--- config.mk ---
export PLATFORM = sky130hd
export DESIGN_NAME = rr_dispatcher
export DESIGN_NICKNAME = d
export VERILOG_FILES = /design/src/rtl/rr_dispatcher_pkg.sv /design/src/rtl/rr_dispatcher_ff_pick.sv /design/src/rtl/rr_dispatcher.sv
export SDC_FILE = /design/constraint.sdc
export NUM_CORES = 1
export LEC_CHECK = 0
export ABC_CLOCK_PERIOD_IN_PS = 3650
export BUFFER_PORTS_ARGS = -buffer_cell sky130_fd_sc_hd__buf_2
export CORE_MARGIN = 2
export CORE_UTILIZATION = 46
export CTS_CLUSTER_SIZE = 30
export DETAILED_ROUTE_END_ITERATION = 8
export GPL_ROUTABILITY_DRIVEN = 0
export PLACE_DENSITY = 0.81
export SLEW_MARGIN = 25
export SYNTH_ARGS = -nofsm -noshare
export SYNTH_HDL_FRONTEND = slang
export SYNTH_HIERARCHICAL = 1
export SYNTH_SLANG_ARGS = --single-unit
--- constraint.sdc ---
create_clock -name clk -period 3.65 [get_ports clk]
set_input_delay 1.095 -clock clk [delete_from_list [all_inputs] [get_ports clk]]
set_output_delay 1.095 -clock clk [all_outputs]
set_load 0.005 [all_outputs]
--- src/rtl/rr_dispatcher_pkg.sv ---
// Shared types and defaults for the round-robin lane dispatcher.
// Lane count follows the systolic array width.
`ifndef SA_NUM
`define SA_NUM 4
`endif

package rr_dispatcher_pkg;

  typedef enum logic [0:0] {
    PICK  = 1'b0,
    BURST = 1'b1
  } disp_state_t;

  localparam int DISP_NUM_DST   = `SA_NUM;
  localparam int DISP_BURST_LEN = 1;
  localparam int DISP_DATA_W    = 32;

endpackage

--- src/rtl/rr_dispatcher_ff_pick.sv ---
// Combinational find-first-set: lowest set request wins.
// Returns one-hot grant, binary index and an any flag.
module rr_dispatcher_ff_pick #(
  parameter int N  = 4,
  parameter int IW = $clog2(N)
) (
  input  logic [N-1:0]  req,
  output logic [N-1:0]  gnt,
  output logic [IW-1:0] idx,
  output logic          any
);

  always_comb begin
    gnt = '0;
    idx = '0;
    any = |req;
    for (int i = N - 1; i >= 0; i--) begin
      if (req[i]) begin
        gnt    = '0;
        gnt[i] = 1'b1;
        idx    = IW'(i);
      end
    end
  end

endmodule

--- src/rtl/rr_dispatcher.sv ---
// Round-robin scatter of one valid/ready stream onto lane FIFOs.
// Bursts of BURST_LEN beats per lane; full lanes skipped at pick time.
module rr_dispatcher
  import rr_dispatcher_pkg::*;
#(
  parameter int NUM_DST   = DISP_NUM_DST,
  parameter int DATA_W    = DISP_DATA_W,
  parameter int BURST_LEN = DISP_BURST_LEN
) (
  input  logic              clk,
  input  logic              rst,
  input  logic              disp_en,
  input  logic              in_valid,
  output logic              in_ready,
  input  logic [DATA_W-1:0] in_data,
  input  logic [NUM_DST-1:0] full,
  output logic [NUM_DST-1:0] wr_en,
  output logic [DATA_W-1:0] wr_data,
  output logic              busy,
  output logic [31:0]       beat_cnt
);

  localparam int IW = $clog2(NUM_DST);
  localparam int CW = (BURST_LEN > 1) ? $clog2(BURST_LEN) : 1;

  disp_state_t        state;
  logic [NUM_DST-1:0] mask_ff;
  logic [IW-1:0]      cur_ff;
  logic [CW-1:0]      burst_cnt;

  logic [NUM_DST-1:0] avail;
  logic [NUM_DST-1:0] m_gnt, u_gnt;
  logic [IW-1:0]      m_idx, u_idx;
  logic               m_any, u_any;
  logic [IW-1:0]      pick_idx;
  logic [NUM_DST-1:0] sel;
  logic [NUM_DST-1:0] mask_nxt;
  logic               hs;

  assign avail = ~full;

  rr_dispatcher_ff_pick #(.N(NUM_DST)) u_mpick (
    .req (avail & mask_ff),
    .gnt (m_gnt),
    .idx (m_idx),
    .any (m_any)
  );

  rr_dispatcher_ff_pick #(.N(NUM_DST)) u_upick (
    .req (avail),
    .gnt (u_gnt),
    .idx (u_idx),
    .any (u_any)
  );

  assign pick_idx = m_any ? m_idx : u_idx;

  always_comb begin
    sel      = '0;
    in_ready = 1'b0;
    if (state == BURST) begin
      sel[cur_ff] = 1'b1;
      in_ready    = disp_en & ~full[cur_ff];
    end else begin
      sel      = m_any ? m_gnt : u_gnt;
      in_ready = disp_en & u_any;
    end
    if (rst) in_ready = 1'b0;
  end

  // Next-pick mask keeps only lanes above the one just served.
  always_comb begin
    mask_nxt = '0;
    for (int i = 0; i < NUM_DST; i++)
      mask_nxt[i] = IW'(i) > pick_idx;
  end

  assign hs      = in_valid & in_ready;
  assign wr_en   = {NUM_DST{hs}} & sel;
  assign wr_data = in_data;
  assign busy    = ~rst & (state == BURST);

  always_ff @(posedge clk or posedge rst) begin
    if (rst) begin
      state     <= PICK;
      mask_ff   <= '1;
      cur_ff    <= '0;
      burst_cnt <= '0;
      beat_cnt  <= '0;
    end else if (hs) begin
      beat_cnt <= beat_cnt + 32'd1;
      if (state == PICK) begin
        cur_ff  <= pick_idx;
        mask_ff <= mask_nxt;
        if (BURST_LEN > 1) begin
          state     <= BURST;
          burst_cnt <= CW'(1);
        end
      end else if (burst_cnt == CW'(BURST_LEN - 1)) begin
        state     <= PICK;
        burst_cnt <= '0;
      end else begin
        burst_cnt <= burst_cnt + CW'(1);
      end
    end
  end

endmodule
==> metrics.yaml, run 1 <==
outcome:
  status: "complete, no violations"
timing:
  fmax_ghz: 0.288
  maxSlewViolCount: 0
  final.setup.tns_ns: 0
  grt_setup_unrepaired: "false"
  maxSlewHeadroom_pct: 58.2
  worst_pin_slew_ns: 0.622
  finalHoldViolCount: 0
  fin_crit_sh_pct: 95.0
  setup_viol: 0
  fin_crit_ns: 3.47
  skew_ns: 0.0115
critical_path:
  reg2reg_from: "mask_ff[1]$_DFFE_PP1P_"
  slowest_stage: "or4_1"
  rr_endpoint: "mask_ff[1]$_DFFE_PP1P_"
  crit_chain: "buf_2, nor2b_1, or4_1, mux2i_1, nor2_1, buf_2"
  slowest_delay_ns: 0.69
  crit_top_cell: "buf_2"
  endpoint_kind: "output port"
  cp-start-kind: "primary input"
  criticalPathCategory: "in2out"
  reg2reg_depth: 4
  path_delay_family: "simple AND/OR/NAND/NOR gates"
  crit_required_ns: 2.55
  critical_path_buf_inv_count: 2
  cp_max_fo: 6
  crit_arrival_ns: 2.37
  regToRegSetupSlack_ns: 1.72
global_route:
  overflow: 0
  grt_usage_pct: 16.3
  grt_max_degree: 37
  grt_pass1_wl_mm: 6.80
  grt_antenna_before_repair: 0
  grt_pass1_vias: 1508
synth:
  syn_avg_cell_area_um2: 10.1
  yosys_register_bits: 36
  ys_warn_count: 6
  netlist_area_um2: 2180
  ys_seq_area_share_pct: 41.6
  ys_types: 36
  syn_inst: 216
  synth_nets: 257
run:
  max_cap_violations: 0
clock_tree:
  cts_made_buffers: 5
  clk_path_buf_depth: 2
  hold_buffers: 0
  cts_setup_buffers: 0
  cts.repair.resized: 0
  clk_latency_ns: 0.29
  clk_pin_slew_ns: 0.07
  htreeDepth: 2
  cts_root_buf: "clkbuf_8"
  cts.sinks: 36
  cts_tree: "built"
place:
  placed_area_um2: 2210
  hpwl_mm: 2.99
  io_buffers: 44
floorplan:
  die_y_um: 72.8
  core_area_um2: 4630
  initial_utilization_pct: 47.1
  num_rows: 25
  die_area_um2: 5300
  fp.dieW_um: 72.8
  ios: 110
worst_hold_path:
  min_path_type: "reg2reg"
  hold_path_end: "beat_cnt[31]$_DFFE_PP0P_"
  min_delay_path_depth: 1
  min_from: "beat_cnt[31]$_DFFE_PP0P_"
detailed_routing:
  wire_per_inst_um: 14.1
  route.antenna.remaining_nets: 0
  via_count: 1532
  wirelength_mm: 4.06
  viasPerCell: 5.34
  drcViolationCount: 0
  first_pass_iters: 4
  drt-initial-drc-count: 89
layout:
  final_area_um2: 2300
  syn_to_final_growth_pct: 5.63
  regArea_um2: 906
  multiInputGateArea_um2: 965
  drive_above_1_share_pct: 29.6
  layout.nets: 273
  fillers: 450
  antenna_cells: 0
pwr:
  power_density_nw_per_um2: 396
  p_sw_mw: 0.264
  swShare_pct: 29.0
  irDropWorstVdd_uv: 297
  pwr-share-comb_pct: 17.6
  cellLeakagePower_nw: 1.29
  power_mw: 0.911
  internal_power_mw: 0.647
  p_clk_share_pct: 30.6
  sequentialPowerShare_pct: 51.8
## layout make-up
type	instances	share of cell area (%)
Multi-Input combinational cell	133	41.9
Sequential cell	36	39.3
Timing Repair Buffer	47	10.5
Clock buffer	5	2.99
Tap cell	54	2.93
Inverter	9	1.47
Clock inverter	3	0.815
## metal layers
layer	global-route usage [%]	share of wire (%)
met1	22.2	46
met3	3.59	6.0
met5	0	0
met4	7.00	1.5
met2	25.1	47
## how the worst max path moves through the flow
stage / cells past startpoint / endpoint / slack [ns] / start
finish: 6 / wr_en[3] / 0.18 / full[1]
CTS: 6 / wr_en[3] / 0.18 / full[1]
global route: 6 / wr_en[2] / 0.14 / full[1]
detailed placement: 6 / wr_en[3] / 0.19 / full[1]
global placement: 6 / wr_en[1] / 0.27 / full[1]
floorplan: 5 / wr_en[0] / 0.25 / full[0]
## cell usage after synthesis
cell type  count  share of area [%]
nor2_1        12                2.1
conb_1         1               0.17
inv_1          9                1.5
nor2b_1        4                1.1
or4_1          2               0.69
nor4b_2        2                1.4
nand2b_1       2               0.57
nand3b_4       1               0.92
and3_1         9                2.6
xor2_1        17                6.8
mux2i_1        4                1.8
nor3b_1        3                1.0
dfstp_2        4                4.8
nor3_1         8                1.8
xnor2_1       14                5.6
mux2_2         2                1.0
nand4_2        2                1.1
buf_4         35                 12
ha_1           1               0.57
nand4_1        8                2.3
dfrtp_1       32                 37
nand2_1       10                1.7
nor4_4         1               0.98
clkbuf_1       2               0.34
nand4b_4       1                1.1
and2_1         4                1.1
clkbuf_2       1               0.23
a21oi_1        3               0.69
nand4b_2       1               0.69
o31ai_1        1               0.34
o21ai_0        1               0.23
a21o_1         1               0.34
nand3_1       10                2.3
nor4_1         2               0.57
nor4b_1        2               0.80
and4_1         4                1.6
## state kept, by name, summed over array words and instances (netlist names)
register / flops
beat_cnt: 32
mask_ff: 4
## logic make-up (layout without fill, tap and decap cells)
| logic type | count (synthesis) | count (layout) | synth area share, % |
|---|---|---|---|
| other | 1 | 1 | 0.172 |
| muxes | 6 | 6 | 2.87 |
| DFF | 36 | 36 | 41.6 |
| AOI/OAI and AO/OA | 6 | 6 | 1.61 |
| adders and majority gates | 1 | 1 | 0.574 |
| and+or+nand+nor | 88 | 88 | 26.6 |
| buffers and inverters | 47 | 64 | 14.2 |
| xor gates and xnor gates | 31 | 31 | 12.5 |
## power by group through the flow
stage / Clock (mW) / Sequential (mW) / Combinational [mW]
global route: 0.307 / 0.479 / 0.179
detailed placement: 0 / 0.480 / 0.162
CTS: 0.288 / 0.473 / 0.163
floorplan: 0 / 0.475 / 0.140
global placement: 0 / 0.478 / 0.157
finish: 0.279 / 0.472 / 0.160
## cell usage in the layout, fill, tap and decap left out, drive strengths merged, types with 2 or more instances in the layout
master	n
buf	47
dfrtp	32
xor2	17
xnor2	14
nor2	12
nand2	10
nand3	10
nand4	10
inv	9
and3	9
nor3	8
clkbuf	5
and2	4
and4	4
mux2i	4
nor2b	4
dfstp	4
nor4b	4
nor3b	3
a21oi	3
nor4	3
clkinv	3
mux2	2
nand2b	2
or4	2
nand4b	2
## through the flow
stage	utilization, %	worst slack (ns)	std cells	hold slack, ns
3_3_place_gp	47.8	0.265	279	0.452
4_1_cts	49.7	0.181	287	0.476
5_1_grt	49.7	0.137	287	0.483
6_report	49.7	0.182	287	0.468
3_5_place_dp	47.8	0.185	279	0.467
2_1_floorplan	-	0.251	216	0.447
Note: power is estimated with default switching activity, not from simulation.
==> inputs of run 2 (changes only) <==
CORE_UTILIZATION = 40   (was 46)
PLACE_DENSITY = not set   (was 0.81)
PLACE_DENSITY_LB_ADDON = 0.05   (was not set)
==> metrics.yaml, run 2 (synthesis gave the netlist of run 1 again) <==
global_route:
  grt_pass1_vias: 1486  # -1.5%
  grt_antenna_before_repair: 0  # unchanged
  grt_max_degree: 33  # -11%
  grt_pass1_wl_mm: 7.48  # +10%
  overflow: 0  # unchanged
  grt_usage_pct: 15.8  # -0.50 points
outcome:
  status: "complete, no violations"
detailed_routing:
  first_pass_iters: 4  # unchanged
  wire_per_inst_um: 15.4  # +8.6%
  drt-initial-drc-count: 82  # -7.9%
  drcViolationCount: 0  # unchanged
  via_count: 1531  # -0.065%
  viasPerCell: 5.07  # -5.0%
  wirelength_mm: 4.64  # +14%
  route.antenna.remaining_nets: 0  # unchanged
worst_hold_path:
  min_path_type: "reg2reg"
  min_delay_path_depth: 1  # unchanged
timing:
  skew_ns: 0.00703  # -0.00450 ns
  maxSlewViolCount: 0  # unchanged
  fmax_ghz: 0.288  # -0.15%
  maxSlewHeadroom_pct: 56.8  # -1.4 points
  finalHoldViolCount: 0  # unchanged
  setup_viol: 0  # unchanged
  fin_crit_sh_pct: 95.1  # +0.14 points
  worst_pin_slew_ns: 0.643  # +0.0212 ns
  fin_crit_ns: 3.47  # +0.00516 ns
  grt_setup_unrepaired: "false"
  final.setup.tns_ns: 0  # unchanged
floorplan:
  die_area_um2: 6060  # +14%
  initial_utilization_pct: 42.1  # -4.9 points
  die_y_um: 77.8  # +6.8%
  core_area_um2: 5170  # +12%
  ios: 110  # unchanged
  num_rows: 26  # +4.0%
  fp.dieW_um: 77.8  # +6.8%
layout:
  layout.nets: 272  # -0.37%
  largest_reg_flops: 32  # unchanged
  layout_commonest_cell: "buf_2"
  regMostFlops: "beat_cnt"
  layout_top_registers: "beat_cnt x32, mask_ff x4"
  fillers: 499  # +11%
  final_cells: 302  # +5.2%
  syn_to_final_growth_pct: 7.12
  final_cell_mix: "buf_2 (44), dfrtp_1 (32), xor2_1 (17), xnor2_1 (14), nor2_1 (12)"
  drive_above_1_share_pct: 28.9  # -0.73 points
  antenna_cells: 0  # unchanged
critical_path:
  crit_required_ns: 2.55  # about the same
  endpoint_kind: "output port"
  crit_arrival_ns: 2.38  # about the same
  cp-start-kind: "primary input"
  reg2reg_depth: 4  # unchanged
  cp_max_fo: 7  # +1
  criticalPathCategory: "in2out"
pwr:
  power_density_nw_per_um2: 421  # +6.3%
  cellLeakagePower_nw: 1.29  # +0.14%
  irDropWorstVdd_uv: 223  # -25%
clock_tree:
  clk_path_buf_depth: 2  # unchanged
  hold_buffers: 0  # unchanged
  cts.repair.resized: 0  # unchanged
  cts_tree: "built"
  clk_pin_slew_ns: 0.07  # about the same
  htreeDepth: 2  # unchanged
  cts.sinks: 36  # unchanged
  cts_made_buffers: 5  # unchanged
  cts_setup_buffers: 0  # unchanged
  clk_latency_ns: 0.29  # about the same
  cts_root_buf: "clkbuf_8"
place:
  post-place-cells: 294  # +5.4%
  io_buffers: 44  # unchanged
  hpwl_mm: 3.48  # +16%
run:
  max_cap_violations: 0  # unchanged
==> run 2: cell types whose count changed in the layout (fill, tap and decap cells not counted), sizes merged <==
cell    previous run  this run
clkinv             3         1
buf               47        46
bufinv             0         1
clkbuf             5         6
==> run 2: area by class of cell <==
type / instances / area, µm² / area share, %
repair buffers: 46 / 235 / 10.1
well taps: 70 / 87.6 / 3.75
clock buffers: 6 / 72.6 / 3.11
flip-flops and latches: 36 / 906 / 38.8
inverters: 9 / 33.8 / 1.45
clock inverters: 2 / 35.0 / 1.50
multi-input cells: 133 / 965 / 41.3
==> run 2: worst paths after layout <==
path                                             to  slack, ns                startpoint
setup / recovery                           wr_en[1]       0.18                   full[0]
hold / removal             beat_cnt[31]$_DFFE_PP0P_       0.46  beat_cnt[31]$_DFFE_PP0P_
setup reg to reg             mask_ff[1]$_DFFE_PP1P_       1.66    mask_ff[0]$_DFFE_PP1P_
hold reg to reg            beat_cnt[31]$_DFFE_PP0P_       0.46  beat_cnt[31]$_DFFE_PP0P_
max in group asynchronous  beat_cnt[16]$_DFFE_PP0P_       2.29                       rst
min in group asynchronous    mask_ff[2]$_DFFE_PP1P_       0.92                       rst
==> run 2: metrics by stage <==
step	power, mW	setup WS [ns]	hold WS, ns	util, %	instance area (µm²)
global placement	0.636	0.226	0.451	43.1	2230
detailed placement	0.644	0.176	0.454	43.1	2230
floorplan	0.616	0.251	0.447	-	2180
global route	1.04	0.0845	0.496	45.1	2330
CTS	0.992	0.176	0.465	45.1	2330
finish	0.982	0.177	0.461	45.1	2330
==> run 2: report_power, final <==
part           internal, mW  leakage (nW)  switching [mW]
Combinational        0.0766         0.755          0.0865
Clock                 0.203        0.0552           0.144
Sequential            0.437         0.478          0.0352
==> run 2: per-layer routing <==
layer | track usage [%] | part of all wire [%]
met5 | 0 | 0
met4 | 5.00 | 1.7
met3 | 7.21 | 10
met2 | 24.1 | 44
met1 | 19.8 | 44
==> run 2: critical path, cell delays in order <==
cell	delay (ns)
buf_2	0.09
nor2b_1	0.09
or4_1	0.70
mux2i_1	0.23
nor2_1	0.05
buf_2	0.12
